==> src/rtl/alu_issue_ctrl.sv <==
// Multi-cycle issue unit: accepts one instruction, reads the 8-entry register file,
// drives the combinational ALU, then writes back or resolves a BEQ.
//
//   state   | meaning
//   --------+--------------------------------------------------------------
//   S_IDLE  | instr_ready=1, latch instr on instr_valid
//   S_ISSUE | decode, read regfile, register alu_op/alu_a/alu_b
//   S_EXEC  | operands stable on ALU, capture alu_res/alu_zero
//   S_WB    | regfile write, done pulse with br_taken/br_offset/illegal
module alu_issue_ctrl #(
   parameter int DATA_W = 16,
   parameter int REG_AW = 3
) (
   input  logic              clk,
   input  logic              rst_n,
   input  logic              instr_valid,
   input  logic [15:0]       instr,
   output logic              instr_ready,
   output logic [2:0]        alu_op,
   output logic [DATA_W-1:0] alu_a,
   output logic [DATA_W-1:0] alu_b,
   input  logic [DATA_W-1:0] alu_res,
   input  logic              alu_zero,
   output logic              done,
   output logic              br_taken,
   output logic [DATA_W-1:0] br_offset,
   output logic              illegal,
   input  logic [REG_AW-1:0] dbg_addr,
   output logic [DATA_W-1:0] dbg_data
);

   localparam logic [3:0] OP_ADD  = 4'h0;
   localparam logic [3:0] OP_SUB  = 4'h1;
   localparam logic [3:0] OP_SLL  = 4'h2;
   localparam logic [3:0] OP_SRL  = 4'h3;
   localparam logic [3:0] OP_SRA  = 4'h4;
   localparam logic [3:0] OP_ADDI = 4'h5;
   localparam logic [3:0] OP_BEQ  = 4'h6;

   typedef enum logic [1:0] {S_IDLE, S_ISSUE, S_EXEC, S_WB} state_t;

   state_t              state, state_nxt;
   logic [15:0]         instr_q;
   logic [DATA_W-1:0]   rf [2**REG_AW];
   logic [DATA_W-1:0]   res_q;
   logic                zero_q;

   logic [3:0]          op_q;
   logic [REG_AW-1:0]   rd_a, rs_a, rt_a;
   logic [DATA_W-1:0]   imm_sext;
   logic [DATA_W-1:0]   rd_val, rs_val, rt_val;
   logic                dec_alu, dec_wr;
   logic [2:0]          dec_op;
   logic [DATA_W-1:0]   dec_b;

   assign op_q     = instr_q[15:12];
   assign rd_a     = instr_q[11:9];
   assign rs_a     = instr_q[8:6];
   assign rt_a     = instr_q[5:3];
   assign imm_sext = {{(DATA_W-6){instr_q[5]}}, instr_q[5:0]};

   // R0 is hard-wired to zero on every read port
   assign rd_val   = (rd_a == '0) ? '0 : rf[rd_a];
   assign rs_val   = (rs_a == '0) ? '0 : rf[rs_a];
   assign rt_val   = (rt_a == '0) ? '0 : rf[rt_a];
   assign dbg_data = (dbg_addr == '0) ? '0 : rf[dbg_addr];

   always_comb begin
      dec_alu = 1'b0;
      dec_wr  = 1'b0;
      dec_op  = 3'b000;
      dec_b   = rt_val;
      case (op_q)
         OP_ADD, OP_SUB, OP_SLL, OP_SRL, OP_SRA: begin
            dec_alu = 1'b1;
            dec_wr  = 1'b1;
            dec_op  = op_q[2:0];
         end
         OP_ADDI: begin
            dec_alu = 1'b1;
            dec_wr  = 1'b1;
            dec_b   = imm_sext;
         end
         OP_BEQ: begin
            dec_alu = 1'b1;
            dec_op  = 3'b001;
            dec_b   = rd_val;
         end
         default: ;
      endcase
   end

   always_ff @(posedge clk or negedge rst_n) begin
      if (!rst_n) state <= S_IDLE;
      else        state <= state_nxt;
   end

   always_comb begin
      state_nxt   = state;
      instr_ready = 1'b0;
      done        = 1'b0;
      br_taken    = 1'b0;
      br_offset   = '0;
      illegal     = 1'b0;
      case (state)
         S_IDLE: begin
            instr_ready = 1'b1;
            if (instr_valid) state_nxt = S_ISSUE;
         end
         S_ISSUE: state_nxt = S_EXEC;
         S_EXEC:  state_nxt = S_WB;
         S_WB: begin
            done    = 1'b1;
            illegal = op_q[3];
            if (op_q == OP_BEQ) begin
               br_taken  = zero_q;
               br_offset = imm_sext;
            end
            state_nxt = S_IDLE;
         end
         default: state_nxt = S_IDLE;
      endcase
   end

   // NOP and illegal opcodes leave the ALU operand registers untouched
   always_ff @(posedge clk or negedge rst_n) begin
      if (!rst_n) begin
         instr_q <= '0;
         alu_op  <= 3'b000;
         alu_a   <= '0;
         alu_b   <= '0;
         res_q   <= '0;
         zero_q  <= 1'b0;
         for (int i = 0; i < 2**REG_AW; i++) rf[i] <= '0;
      end else begin
         case (state)
            S_IDLE: if (instr_valid) instr_q <= instr;
            S_ISSUE: begin
               if (dec_alu) begin
                  alu_op <= dec_op;
                  alu_a  <= rs_val;
                  alu_b  <= dec_b;
               end
            end
            S_EXEC: begin
               res_q  <= alu_res;
               zero_q <= alu_zero;
            end
            S_WB: if (dec_wr && rd_a != '0) rf[rd_a] <= res_q;
            default: ;
         endcase
      end
   end

endmodule

==> config.mk <==
export PLATFORM = sky130hd
export DESIGN_NAME = alu_issue_ctrl
export DESIGN_NICKNAME = d
export VERILOG_FILES = /design/src/rtl/alu_issue_ctrl.sv
export SDC_FILE = /design/constraint.sdc
export NUM_CORES = 1
export LEC_CHECK = 0
export ABC_AREA = 1
export CAP_MARGIN = 5
export CORE_ASPECT_RATIO = 1.1
export CORE_MARGIN = 10
export CORE_UTILIZATION = 55
export DETAILED_ROUTE_END_ITERATION = 8
export PLACE_DENSITY = 0.77
export REMOVE_ABC_BUFFERS = 1
export SETUP_SLACK_MARGIN = 0.5
export SLEW_MARGIN = 0
export SYNTH_ARGS = -nofsm -noshare
export SYNTH_HDL_FRONTEND = slang
export SYNTH_SLANG_ARGS = --single-unit
export TNS_END_PERCENT = 50
==> constraint.sdc <==
create_clock -name clk -period 3.08 [get_ports clk]
set_input_delay 0.616 -clock clk [delete_from_list [all_inputs] [get_ports clk]]
set_output_delay 0.616 -clock clk [all_outputs]
set_load 0.02 [all_outputs]
# --- Word-level counts from Yosys, hierarchy flattened ---
# Index checks and enable logic that the tools add are counted.
op_classes:
  addsub: 0
  n_lt_le_gt_ge: 5
  n_shift: 0
  eq_ne: 10
  div: 0
  bitwise: 4
  n_mul: 0
  mux: 32
  reduce_logical: 15
op_table:
  columns: ["cell", "n"]
  rows:
  - ["16-bit 2-to-1 mux", 15]
  - ["16-bit binary-select mux with 3-bit select", 4]
  - ["128-bit bitwise mux", 1]
  - ["16-bit demux with 3-bit select", 1]
  - ["16-bit case mux with 2 select lines", 1]
  - ["4-bit >= comparator (second input constant)", 4]
  - ["3-bit NOT with 4-bit output", 4]
  - ["4-bit by 3-bit equality test with 1-bit output (second input constant)", 3]
  - ["3-bit logical NOT", 4]
  - ["4-bit by 2-bit equality test with 1-bit output (second input constant)", 2]
  - ["2-bit case mux with 4 select lines", 1]
  - ["1-bit 2-to-1 mux", 7]
  - ["7-bit OR reduction", 1]
  - ["3-bit case mux with 2 select lines", 1]
  - ["2-bit AND reduction", 3]
  - ["6-bit OR reduction", 1]
  - ["5-bit OR reduction", 1]
  - ["2-bit equality test (second input constant)", 2]
  - ["4-bit by 1-bit equality test with 1-bit output (second input constant)", 1]
  - ["4-bit logical NOT", 1]
  - ["4-bit by 1-bit < comparator with 1-bit output (second input constant)", 1]
  - ["3-bit nonzero test", 1]
  - ["2-bit by 1-bit equality test with 1-bit output (second input constant)", 1]
  - ["1-bit logical AND", 2]
  - ["other kinds (3)", 3]
word_totals:
  word_cells: 81
  output_inout_bits: 71
  latchBits: 0
  in_bits: 39
  register_bits: 198
  mem_bits_rw: 0
  memories: 0
  rom_bits: 0

# --- Logic depth before layout (Yosys ltp) ---
depth:
  ltp_word: 6
  mapped_depth: 11
  ltp_nobuf: 9

# --- Least setup slack after synthesis ---
# OpenSTA, ideal clock, no wires.
synth_path:
  path_kind: "flip-flop to output port"
  start: "register instr_q[15]"
  end: "output br_offset[10]"
  arrival_time_ns: 1.758
  path_slack_ns: 0.706
  path_buffers: 1
  required_time_ns: 2.464
  stages_incl_launch_ff: 7
  path_cell_list: "dfrtp_1 -> inv_2 -> nand2_2 -> nor2_1 -> nand2_1 -> nor2_1 -> buf_4"
synth_between:
  elab_chain_cells: 3
synth_lines:
  columns: ["item", "line_no", "source"]
  rows:
  - ["start: declaration", "43", "logic [15:0] instr_q;"]
  - ["start signal: assignment", "137", "S_IDLE: if (instr_valid) instr_q <= instr;"]
  - ["4-bit by 3-bit equality test with 1-bit output", "115", "if (op_q == OP_BEQ) begin"]
  - ["16-bit 2-to-1 mux", "115", null]
  - ["16-bit 2-to-1 mux", "105", "case (state)"]
  - ["end: declaration", "26", "output logic [DATA_W-1:0] br_offset,"]
# Every way passes these cells.

# --- Worst setup path in the final report ---
layout_path:
  start: "register instr_q[12]"
  end: "output br_offset[7]"
# Same word-level chain as after synthesis.

==> key figures <==
Run status
  – Outcome: complete, no violations

Setup path
  – Critical path cell sequence: inv_1 -> nand2_1 -> nor2_4 -> nand2_2 -> nor2_1 -> buf_4 -> dlygate4sd2_1
  – Length in cells of the worst reg-to-reg path: 3
  – Crit. End Element: output pin
  – R2R Path End: rf[46]$_DFFE_PN0P_
  – Crit path max-delay cell type: dfrtp_1
  – R2r setup slk: 780 ps
  – Worst setup path endpoint: br_offset[7]
  – Worst path max stage delay: 420 ps
  – Max FO, Critical Path: 11
  – CP startpoint: instr_q[12]$_DFFE_PN0P_
  – Arrival @ worst endpoint: 1990 ps
  – Kind of critical path: flip-flop to output pin
  – Worst r2r src: instr_q[9]$_DFFE_PN0P_
  – Worst path required time: 2460 ps
  – CP startpoint kind: flip-flop

Floorplan
  – Die Y: 174 µm
  – Io pins: 110
  – Cell Rows: 56
  – Starting Density: 55.8%
  – Die area: 27900 µm²
  – Core region area: 21300 µm²
  – DIE WIDTH: 160 µm

STA
  – Setup TNS after final layout: 0 ps
  – Max frequency: 0.384 GHz
  – Pins Over Slew Limit: 0
  – Final worst path period need: 2610 ps
  – Worst-margin pin slew: 939 ps
  – Final Hold Fails: 0
  – Slew Limit Headroom: 37.2%
  – Max Clock Skew: 8.99 ps
  – Unrepaired setup endpoints after global routing: yes
  – Final worst-path cycle share: 84.6%
  – Endpoints failing setup: 0
  – Final worst slack: 473 ps

Layout
  – Final nets: 1826
  – Design Area, Final: 13700 µm²
  – Final core occ: 64.1%
  – Layout cells sized above 1: 7.63%
  – Final antenna diode count: 0
  – Synth-to-layout area growth: 15.0%
  – Filler cell count: 1942

Logic synthesis
  – Mapped Cells: 1753
  – Synthesized area per cell: 6.78 µm²
  – Number of synthesized register bits: 198
  – Top_reg_cell synth: dfrtp_1
  – Synth cell types: 27
  – Warnings from Yosys: 0
  – Area leader, netlist: dfrtp_1
  – Top cells by area, synth: dfrtp_1 (42%), nand2_1 (16%), o21ai_0 (8.0%)
  – Async SR Flop Fraction: 100%
  – EDFF count, synth: 0
  – Post-Syn Area: 11900 µm²
  – Seq/Total Area, Yosys: 41.7%
  – Top cell type's share of synthesized area: 41.7%

Route
  – Post-DRT Antenna Nets: 0
  – Vias: 12.3k
  – Total iterations of the first detailed-routing run: 7
  – Wire per inst: 18.8 µm
  – 1st-iter DRT viols: 1637
  – Vias per std cell: 5.89
  – DRC: 0
  – Routed WL: 39.3 mm

Power and ir drop
  – Peak supply drop: 0.000618 V
  – LEAKAGE: 6.66 nW
  – Power per cell area: 1030 nW/µm²

Clocking
  – Clock-pin slew on the worst setup and hold paths: 70 ps
  – CTS root buf: clkbuf_16
  – CTS H-Tree Depth: 4
  – Hold Buf Count CTS: 0
  – CTS Buffer Depth: 2
  – CTS tree: yes
  – Cts bufs inserted: 17
  – Clk sink count: 198
  – Postcts setup bufs: 0
  – Worst skew pair latency: 440 ps

Job
  – Max-Cap Viols: 0

Global route
  – Tot GR Track Use: 27.3%
  – GRT overflow: 0
  – Antenna violations before repair: 0
  – Vias in the first global route: 11.4k
  – Largest net degree at the start of global routing: 71
  – First-pass GRT wire length: 61.8 mm

Placement
  – Area after DPL: 13100 µm²
  – IO buf count: 109
  – DP HPWL: 24.0 mm
  – Dpl ws: -198 ps
  – Routability cong.: 0.916

Hold path
  – Hold WC Path Type: input port to async pin
[cells in the mapped netlist, types with 3 or more instances]
cell type	n
nand2_1	518
dfrtp_1	198
o21ai_0	189
inv_1	178
nand3_1	177
a21oi_1	143
nor2_1	74
clkbuf_1	69
o21ai_1	53
buf_2	52
a31oi_1	17
or2_2	16
o22ai_1	14
buf_4	13
buf_1	9
inv_2	6
nand3_2	6
ha_1	4
o211ai_1	4
clkinv_1	3
[layout make-up]
class                      instances  area, µm²  area share, %
clock inverter                    10        146           1.07
sequential                       198       4960           36.3
tap                              290        363           2.66
multi-input combinational       1223       5580           40.8
timing repair buffer             156       1460           10.7
inverter                         187        702           5.14
clock buffer                      22        454           3.32
[worst min-delay path by stage]
stage	start	to	slack [ps]	depth (start not counted)
2_1_floorplan	rst_n	alu_a[0]$_DFFE_PN0P_	320	0
3_3_place_gp	rf[116]$_DFFE_PN0P_	rf[116]$_DFFE_PN0P_	360	0
3_5_place_dp	rf[115]$_DFFE_PN0P_	rf[115]$_DFFE_PN0P_	360	0
4_1_cts	rst_n	res_q[14]$_DFFE_PN0P_	180	1
5_1_grt	rst_n	res_q[14]$_DFFE_PN0P_	200	1
6_report	rst_n	res_q[14]$_DFFE_PN0P_	160	1
[sequential cells by signal, indices dropped and copies added, names as in the netlist]
| register | flops |
|---|---|
| alu_a | 16 |
| zero_q | 1 |
| instr_q | 16 |
| alu_b | 16 |
| res_q | 16 |
| alu_op | 3 |
| rf | 128 |
| state | 2 |
[where the power goes]
part | internal [mW] | switching (mW) | leakage, nW | total [mW]
clock | 1.31 | 1.02 | 0.289 | 2.33
sequential | 3.62 | 0.860 | 2.57 | 4.48
combinational | 2.40 | 4.80 | 3.80 | 7.20
total | 7.32 | 6.68 | 6.66 | 14.0
[kinds of logic after synthesis]
family / Yosys count / share of synthesized area (%)
compound gates: 421 / 18.2
flops: 198 / 41.7
simple gates: 798 / 28.1
fa+ha+maj: 4 / 0.421
buf+inv: 332 / 11.6
[cell usage in the layout (no fill, tap or decap), types with 14 or more instances in the layout]
| cell | Yosys | routed |
|---|---|---|
| dfrtp_1 | 198 | 196 |
| o21ai_0 | 189 | 189 |
| buf_4 | 13 | 43 |
| a31oi_1 | 17 | 17 |
| clkdlybuf4s50_1 | 0 | 73 |
| a21oi_1 | 143 | 139 |
| nand3_1 | 177 | 177 |
| or2_2 | 16 | 16 |
| clkbuf_16 | 0 | 17 |
| o22ai_1 | 14 | 14 |
| inv_1 | 178 | 177 |
| nor2_1 | 74 | 73 |
| nand2_1 | 518 | 517 |
| o21ai_1 | 53 | 53 |
[metal layers]
metal | routed length, µm | vias up | GRT usage [%] | share of wire, %
met2 | 18100 | 825 | 43.3 | 46
met3 | 4270 | 169 | 5.15 | 11
met5 | 0 | - | 0 | 0
met1 | 14900 | 5612 | 34.7 | 38
li1 | - | 5684 | - | -
met4 | 1970 | 0 | 14.8 | 5.0
[metrics by stage]
stage,hold slack (ps),std cells,power (mW)
5_1_grt,199,2086,15.0
2_1_floorplan,320,1608,8.80
3_5_place_dp,361,2054,11.5
6_report,164,2086,14.0
4_1_cts,183,2086,13.8
3_3_place_gp,361,2054,11.3
[worst max-delay path: cells and delay by family (launching register included)]
family        cells  cell delay, ps
buf+inv           3             610
simple gates      4             510
flops             1             420
[what timing repair did]
action | 4_1_cts | 5_1_grt
pin swaps | 0 | 0
gates resized for setup | 91 | 8
setup endpoints to repair | 33 | 24
Power figures use the tool's default switching activity.
